<file path="src/rtl/pll_sequencer.sv">
// Sequences PLL reconfiguration: deselect the PLL clock, hold the PLL in reset
// while new settings are applied, wait for lock, then reselect the PLL clock.
module pll_sequencer #(
    parameter int RESET_CYCLES  = 8,
    parameter int SETTLE_CYCLES = 1024,
    parameter int SWITCH_CYCLES = 4
) (
    input  logic        clock,
    input  logic        resetb,
    input  logic        cfg_valid,
    output logic        cfg_ready,
    input  logic        cfg_enable,
    input  logic        cfg_dco,
    input  logic [4:0]  cfg_div,
    input  logic [25:0] cfg_trim,
    output logic        pll_resetb,
    output logic        pll_enable,
    output logic        pll_dco,
    output logic [4:0]  pll_div,
    output logic [25:0] pll_trim,
    output logic        sel_pll,
    output logic        locked
);

    typedef enum logic [1:0] {
        IDLE   = 2'd0,
        DESEL  = 2'd1,
        HOLD   = 2'd2,
        SETTLE = 2'd3
    } state_t;

    // Counters are loaded with N-1 so each phase lasts exactly N cycles.
    localparam logic [15:0] SWITCH_LOAD = 16'(SWITCH_CYCLES - 1);
    localparam logic [15:0] RESET_LOAD  = 16'(RESET_CYCLES - 1);
    localparam logic [15:0] SETTLE_LOAD = 16'(SETTLE_CYCLES - 1);

    state_t      state_q;
    logic [15:0] count_q;
    logic [15:0] count_d;
    logic        countZero;

    logic        latEnable_q;
    logic        latDco_q;
    logic [4:0]  latDiv_q;
    logic [25:0] latTrim_q;

    logic        ready_q;
    logic        pllResetb_q;
    logic        pllEnable_q;
    logic        pllDco_q;
    logic [4:0]  pllDiv_q;
    logic [25:0] pllTrim_q;
    logic        selPll_q;
    logic        locked_q;

    assign countZero = (count_q == 16'd0);

    always_comb begin
        count_d = count_q;
        if (!countZero) begin
            count_d = count_q - 16'd1;
        end
    end

    always_ff @(posedge clock or negedge resetb) begin
        if (!resetb) begin
            state_q     <= IDLE;
            count_q     <= 16'd0;
            latEnable_q <= 1'b0;
            latDco_q    <= 1'b0;
            latDiv_q    <= 5'd0;
            latTrim_q   <= 26'd0;
            ready_q     <= 1'b1;
            pllResetb_q <= 1'b0;
            pllEnable_q <= 1'b0;
            pllDco_q    <= 1'b0;
            pllDiv_q    <= 5'd0;
            pllTrim_q   <= 26'd0;
            selPll_q    <= 1'b0;
            locked_q    <= 1'b0;
        end else begin
            case (state_q)
                IDLE: begin
                    if (cfg_valid) begin
                        latEnable_q <= cfg_enable;
                        latDco_q    <= cfg_dco;
                        latDiv_q    <= cfg_div;
                        latTrim_q   <= cfg_trim;
                        ready_q     <= 1'b0;
                        locked_q    <= 1'b0;
                        // The core must be off the PLL clock before the PLL is touched.
                        if (selPll_q) begin
                            state_q  <= DESEL;
                            selPll_q <= 1'b0;
                            count_q  <= SWITCH_LOAD;
                        end else begin
                            state_q     <= HOLD;
                            count_q     <= RESET_LOAD;
                            pllResetb_q <= 1'b0;
                            pllEnable_q <= 1'b0;
                            pllDco_q    <= cfg_dco;
                            pllDiv_q    <= cfg_div;
                            pllTrim_q   <= cfg_trim;
                        end
                    end
                end
                DESEL: begin
                    if (countZero) begin
                        state_q     <= HOLD;
                        count_q     <= RESET_LOAD;
                        pllResetb_q <= 1'b0;
                        pllEnable_q <= 1'b0;
                        pllDco_q    <= latDco_q;
                        pllDiv_q    <= latDiv_q;
                        pllTrim_q   <= latTrim_q;
                    end else begin
                        count_q <= count_d;
                    end
                end
                HOLD: begin
                    if (countZero) begin
                        if (latEnable_q) begin
                            state_q     <= SETTLE;
                            count_q     <= SETTLE_LOAD;
                            pllResetb_q <= 1'b1;
                            pllEnable_q <= 1'b1;
                        end else begin
                            state_q <= IDLE;
                            count_q <= 16'd0;
                            ready_q <= 1'b1;
                        end
                    end else begin
                        count_q <= count_d;
                    end
                end
                SETTLE: begin
                    if (countZero) begin
                        state_q  <= IDLE;
                        count_q  <= 16'd0;
                        ready_q  <= 1'b1;
                        selPll_q <= 1'b1;
                        locked_q <= 1'b1;
                    end else begin
                        count_q <= count_d;
                    end
                end
                default: begin
                    state_q <= IDLE;
                    count_q <= 16'd0;
                    ready_q <= 1'b1;
                end
            endcase
        end
    end

    assign cfg_ready  = ready_q;
    assign pll_resetb = pllResetb_q;
    assign pll_enable = pllEnable_q;
    assign pll_dco    = pllDco_q;
    assign pll_div    = pllDiv_q;
    assign pll_trim   = pllTrim_q;
    assign sel_pll    = selPll_q;
    assign locked     = locked_q;

endmodule

</file>
<file path="config.mk">
export PLATFORM = sky130hd
export DESIGN_NAME = pll_sequencer
export DESIGN_NICKNAME = d
export VERILOG_FILES = /design/src/rtl/pll_sequencer.sv
export SDC_FILE = /design/constraint.sdc
export NUM_CORES = 1
export LEC_CHECK = 0
export CORE_ASPECT_RATIO = 1.1
export CORE_MARGIN = 2
export CORE_UTILIZATION = 62
export DETAILED_ROUTE_END_ITERATION = 8
export DONT_BUFFER_PORTS = 1
export GPL_ROUTABILITY_DRIVEN = 1
export PLACE_DENSITY_LB_ADDON = 0.12
export SETUP_SLACK_MARGIN = 0.2
export SYNTH_ARGS = -nofsm -noshare
export SYNTH_HDL_FRONTEND = slang
export SYNTH_SLANG_ARGS = --single-unit
</file>
<file path="constraint.sdc">
create_clock -name clock -period 6.1 [get_ports clock]
set_clock_uncertainty 0.1 [all_clocks]
set_input_delay 0.915 -clock clock [delete_from_list [all_inputs] [get_ports clock]]
set_output_delay 0.915 -clock clock [all_outputs]
set_load 0.01 [all_outputs]
</file>
==> results of run 1 <==
power breakdown:
part	total (µW)	switching [µW]	internal, µW
clock network	378	225	153
logic	129	61.1	67.5
registers	653	52.9	600
worst max-delay path by stage:
stage	startpoint	endpoint	slack, ns
finish	state_q[1]	pll_div[1]	3.26
global route	state_q[1]	pll_div[2]	3.05
CTS	state_q[1]	pll_div[1]	3.19
detailed placement	state_q[1]	pll_div[2]	3.20
global placement	state_q[1]	pll_div[2]	3.28
floorplan	cfg_valid	pll_dco	3.69
registers in the layout, indices dropped and copies added, names as in the netlist:
signal       count
pll_enable       1
latTrim_q       26
pll_div          5
cfg_ready        1
state_q          2
latDiv_q         5
sel_pll          1
pll_trim        26
latDco_q         1
count_q         16
pll_dco          1
latEnable_q      1
cell families (layout without fill, tap and decap cells):
kind of cell | count (synthesis) | in the layout | share of synthesized area, %
adders and majority gates | 2 | 2 | 0.5738
xor gates and xnor gates | 1 | 1 | 0.2009
buffers and inverters | 36 | 28 | 5.050
DFF | 86 | 86 | 49.38
muxes | 65 | 65 | 19.25
and+or+nand+nor | 157 | 157 | 16.67
AOI/OAI and AO/OA | 56 | 56 | 8.867
placed cells by master (no fill, tap or decap), types with 2 or more instances in the layout:
master                       count
sky130_fd_sc_hd__a211oi_1        3
sky130_fd_sc_hd__a21oi_1        17
sky130_fd_sc_hd__a221o_1         4
sky130_fd_sc_hd__a22o_1          2
sky130_fd_sc_hd__a31oi_1         4
sky130_fd_sc_hd__buf_4           3
sky130_fd_sc_hd__clkbuf_8        9
sky130_fd_sc_hd__clkinv_4        2
sky130_fd_sc_hd__clkinvlp_4      2
sky130_fd_sc_hd__dfrtp_1        85
sky130_fd_sc_hd__ha_1            2
sky130_fd_sc_hd__inv_1           9
sky130_fd_sc_hd__mux2_2         35
sky130_fd_sc_hd__mux2_4         29
sky130_fd_sc_hd__nand2_1       112
sky130_fd_sc_hd__nand2b_1        2
sky130_fd_sc_hd__nand3_1         4
sky130_fd_sc_hd__nand3b_1        2
sky130_fd_sc_hd__nand4_1         3
sky130_fd_sc_hd__nor2_1          9
sky130_fd_sc_hd__nor3_1          3
sky130_fd_sc_hd__nor4_1          2
sky130_fd_sc_hd__o211ai_1        3
sky130_fd_sc_hd__o21ai_0         9
sky130_fd_sc_hd__or2_2           3
sky130_fd_sc_hd__or4_1           4
metrics by stage:
stage | util, % | worst slack [ns] | power [µW] | area (µm²) | hold WS [ns]
floorplan | - | 3.686 | 757.3 | 4360 | 0.3401
global placement | 62.12 | 3.275 | 786.8 | 4303 | 0.3512
detailed placement | 62.12 | 3.199 | 788.8 | 4303 | 0.3578
CTS | 64.74 | 3.194 | 1167 | 4484 | 0.1251
global route | 64.74 | 3.051 | 1212 | 4484 | 0.1298
finish | 64.74 | 3.256 | 1160 | 4484 | 0.1477
cell type report:
| cell class | count | area (µm²) |
|---|---|---|
| clock buffer | 9 | 123.9 |
| sequential | 86 | 2153 |
| inverter | 9 | 33.78 |
| timing repair buffer | 3 | 22.52 |
| fill | 574 | 2442 |
| clock inverter | 7 | 57.56 |
| tap | 85 | 106.4 |
| multi-input combinational | 281 | 1987 |
per-layer routing:
layer	up-vias	part of all wire (%)	track usage [%]
li1	1358	-	-
met1	1437	43	30.75
met2	79	49	39.93
met3	13	6.4	6.571
met4	0	1.5	7.796
met5	-	0	0
==> metrics.txt, run 1 <==
GRT overflow=0; number of gates on the worst path with buffers counted=4; synth top area cells=sky130_fd_sc_hd__dfrtp_1 (49%), sky130_fd_sc_hd__mux2_4 (10%), sky130_fd_sc_hd__nand2_1 (9.6%), sky130_fd_sc_hd__mux2_2 (9.0%), sky130_fd_sc_hd__a21oi_1 (2.0%); number of vias after detailed routing=approximately 2,900; Root Driver=sky130_fd_sc_hd__clkbuf_8; Die Height=91.96 µm; leakage dissipation=0.002198 µW; quantity of gates resized following cts=0; pin slew with the least headroom to its limit=~0.8 ns; number of instances in the synthesized netlist=between 400 and 500; final max-slew violation count=0; top_reg_cell synth=sky130_fd_sc_hd__dfrtp_1; class of the most critical setup path=reg -> reg; Tot GR Track Use=between 20 and 25%; Worst path top cell family by delay=simple AND/OR/NAND/NOR gates; clock tree from TritonCTS=built; Clock Sink Count=86; Skew-Pair Late Insertion Delay=around 0.36 ns; clock buffer count from CTS=9; number of DRC markers in iteration 0=163; Final Hold Fails=0; final routed wirelength across all metal layers=between 8000 and 9000 µm; Setup-failing EPs final=0; number of enable flip-flop cells after synthesis=0; Highest Clock Rate=351.6 MHz; power per unit of standard cell area=258.7 nW/µm²; initial cell density of the core=62.95%; crit path cell chain=nor2_2 > and2_2 > a22o_4 > mux2_2; sequential area share after synthesis=roughly half; via density per instance=roughly 6; most repeated cell in the gate-level netlist after synthesis=sky130_fd_sc_hd__nand2_1; Slowest-stage cell, CP=sky130_fd_sc_hd__and2_2; hold-fix buffers at CTS=0; GP Congestion=roughly 0.91; status=finished, final reports clean; post-synthesis cell type with the largest combined area=sky130_fd_sc_hd__dfrtp_1; # nets final=428; peak per-stage delay on the critical path=0.67 ns; maximum net fanout on the critical path=35; area fraction of the dominant cell type after synthesis=roughly half; part of the cycle the worst path needs=a little under half; Unique masters post-synth=57; kind of end point of the critical path=register; num rows=32; number of buffers on the longest clock path=2; fraction of layout instances using a drive strength above 1=around a quarter; global-route wire length before repair=about 15,000 µm; mean post-synth cell area=roughly 11 µm²; vias in the first global route=3,047; post-synth net total=about 440; Finished Layout Cells=480; capture instance of the worst register-to-register path=pll_div[1]; maximum number of pins on one net before global-route repair=87; arrival time of the worst setup path=between 2 and 3 ns; path depth of the worst reg2reg path=4; setup fix buffers added after clock tree synthesis=0; detailed-route wire length per cell=approximately 18 µm; boundary pin count=73; Antenna diodes=0; CP Launch Type=register; data required time of the worst path=around 6.3 ns; RR Startpoint=state_q[1]; Routed Antenna Nets=0; most common library cells after synthesis=sky130_fd_sc_hd__nand2_1 (112), sky130_fd_sc_hd__dfrtp_1 (85), sky130_fd_sc_hd__mux2_2 (35), sky130_fd_sc_hd__mux2_4 (29), sky130_fd_sc_hd__a21oi_1 (17); CTS clk-pin slew, worst paths=0.09 ns; antenna violations before repair=0; buffer and inverter count on the worst path=0; synthesis warning total=0; Detail Placement HPWL=around 5700 µm; Max-Slew Margin vs Limit=a little under half; maximum vdd drop=approximately 150 µV; Synth-to-Final Area Change=2.841%; Hold/Removal Path Class=in -> async; post-synth design cell area=approximately 4400 µm²; register bit count reported by yosys=86; Maximum Capacitance Violations=0; FFs w/ async S/R, synth=between 90% and 100%; placed cell count=464; count of H-tree levels built during CTS=3; worst reg2reg setup slack=3.26 ns; full die area=between 7000 and 8000 µm²; post-detailed-route DRC marker count=0; setup TNS after final layout=0 ns; Die Span X=approximately 84 µm; count of port buffers added during placement=0; area of the core=roughly 6900 µm²; RSZ-0062 raised after global routing=false; Period minus WS final=2.844 ns; first-pass detailed-route iteration total=4
(Power assumes the default switching activity.)
==> run 2, diff against run 1 <==
clock period = 2.9 ns   (was 6.1 ns; I/O delays follow)
==> run 2 against run 1 <==
Effect of this change: cell count rose by 1.3%; power rose by 110%; core utilization increased by 0.99 points; highest routed layer unchanged; hold slack lost 0.069 ns; critical path depth is 2 higher; flip-flop and latch count unchanged; critical path type unchanged.
==> metrics.txt, run 2 (synthesis gave the netlist of run 1 again) <==
number of DRC markers in iteration 0=roughly 230; crit path cell chain=inv_1 > ha_1 > nor4b_4 > and4_1 > a22o_4 > mux2_2; maximum net fanout on the critical path=33; RSZ-0062 raised after global routing=false; worst slack on hold paths=~0.08 ns; Worst path top cell family by delay=simple AND/OR/NAND/NOR gates; global-route wire length before repair=about 15,000 µm; Routed Antenna Nets=0; Antenna diodes=0; class of the most critical setup path=reg -> reg; overall power after layout=between 2000 and 2500 µW; maximum vdd drop=350.0 µV; Max-Slew Margin vs Limit=between 50 and 60%; quantity of gates resized following cts=0; vias in the first global route=between 2,000 and 3,000; leakage dissipation=approximately 0.0022 µW; number of buffers on the longest clock path=2; hold-fix buffers at CTS=2; maximum number of pins on one net before global-route repair=between 80 and 90; boundary pin count=73; area of the core=roughly 6900 µm²; antenna violations before repair=0; clock tree from TritonCTS=built; Die Span X=roughly 84 µm; Die Height=between 90 and 100 µm; count of H-tree levels built during CTS=3; detailed-route wire length per cell=between 15 and 20 µm; kind of end point of the critical path=register; Clock Sink Count=86; full die area=between 7000 and 8000 µm²; final max-slew violation count=0; initial cell density of the core=62.95%; Setup-failing EPs final=0; pin slew with the least headroom to its limit=around 0.68 ns; part of the cycle the worst path needs=around 86%; setup TNS after final layout=0 ns; final routed wirelength across all metal layers=8720 µm; # nets final=between 400 and 500; setup fix buffers added after clock tree synthesis=0; commonest non-fill, non-tap cells in the layout=sky130_fd_sc_hd__nand2_1 (112), sky130_fd_sc_hd__dfrtp_1 (85), sky130_fd_sc_hd__mux2_2 (35); CTS clk-pin slew, worst paths=around 0.09 ns; fraction of layout instances using a drive strength above 1=25.44%; peak per-stage delay on the critical path=around 0.53 ns; first-pass detailed-route iteration total=4; Hold/Removal Path Class=in -> reg; GP Congestion=about 0.87; number of vias after detailed routing=2,871; Highest Clock Rate=between 400 and 500 MHz; status=finished, final reports clean; buffer and inverter count on the worst path=1; data required time of the worst path=a little over 3 ns; power per unit of standard cell area=~540 nW/µm²; Slowest-stage cell, CP=sky130_fd_sc_hd__a22o_4; Detail Placement HPWL=~5700 µm; Root Driver=sky130_fd_sc_hd__clkbuf_8; Maximum Capacitance Violations=0; GRT overflow=0; num rows=32; Skew-Pair Late Insertion Delay=0.35 ns; leading cell type in the layout, fill and taps excluded=sky130_fd_sc_hd__nand2_1; arrival time of the worst setup path=~2.6 ns; count of port buffers added during placement=0; Synth-to-Final Area Change=4.419%; CP Launch Type=register; Period minus WS final=about 2.5 ns; clock buffer count from CTS=9; Final Hold Fails=0; post-detailed-route DRC marker count=0; via density per instance=around 5.9; Tot GR Track Use=between 20% and 30%
==> run 2: cell count changes in the layout (fill, tap and decap cells not counted) <==
cell / delta
sky130_fd_sc_hd__buf_16: +1
sky130_fd_sc_hd__buf_4: +4
sky130_fd_sc_hd__clkbuf_1: +1
sky130_fd_sc_hd__clkbuf_8: +1
sky130_fd_sc_hd__clkinv_4: -1
sky130_fd_sc_hd__clkinvlp_4: -1
sky130_fd_sc_hd__dlygate4sd3_1: +1
==> run 2: through the flow <==
stage / area (µm²) / setup slack, ns / util [%] / std cells
after floorplan: 4360 / 0.7904 / - / 403
after global placement: 4333 / 0.5530 / 62.55 / 468
after detailed placement: 4333 / 0.4620 / 62.55 / 468
after CTS: 4553 / 0.4094 / 65.73 / 486
after global routing: 4553 / 0.2774 / 65.73 / 486
final: 4553 / 0.4163 / 65.73 / 486
==> run 2: cell type report <==
| cell class | count | area (µm²) |
|---|---|---|
| Sequential cell | 86 | 2153 |
| Multi-Input combinational cell | 281 | 1987 |
| Timing Repair Buffer | 9 | 90.09 |
| Tap cell | 85 | 106.4 |
| Clock inverter | 5 | 41.29 |
| Fill cell | 557 | 2374 |
| Inverter | 9 | 33.78 |
| Clock buffer | 11 | 141.4 |
==> run 2: worst paths after layout <==
kind / startpoint / to / slack [ns] / depth (start not counted)
setup / recovery: count_q[0] / pll_div[0] / 0.42 / 6
hold / removal: cfg_div[4] / latDiv_q[4] / 0.08 / 2
setup reg to reg: count_q[0] / pll_div[0] / 0.42 / 6
hold reg to reg: latTrim_q[15] / latTrim_q[15] / 0.38 / 2
max in group asynchronous: resetb / cfg_ready / 1.79 / 2
min in group asynchronous: resetb / count_q[11] / 0.51 / 2
==> run 2: report_power, final <==
group	internal (µW)	total [µW]	switching [µW]	leakage, µW
logic	147	300	153	0.00101
clock network	345	795	450	0.0000918
registers	1260	1370	112	0.00113
total	1750	2470	715	0.00224
==> run 2: layer usage <==
layer  vias to the layer above  global-route usage (%)  wire (µm)
met5                         -                       0          0
met4                         0                   8.333        115
met3                        10                   9.001        592
met2                        89                   38.13       4218
met1                      1402                   31.16       3795
li1                       1370                       -          -
==> run 3, diff against run 2 <==
SLEW_MARGIN = 5   (was not set)
==> results of run 3 <==
No change in the layout: final DEF, timing and power equal those of run 2.
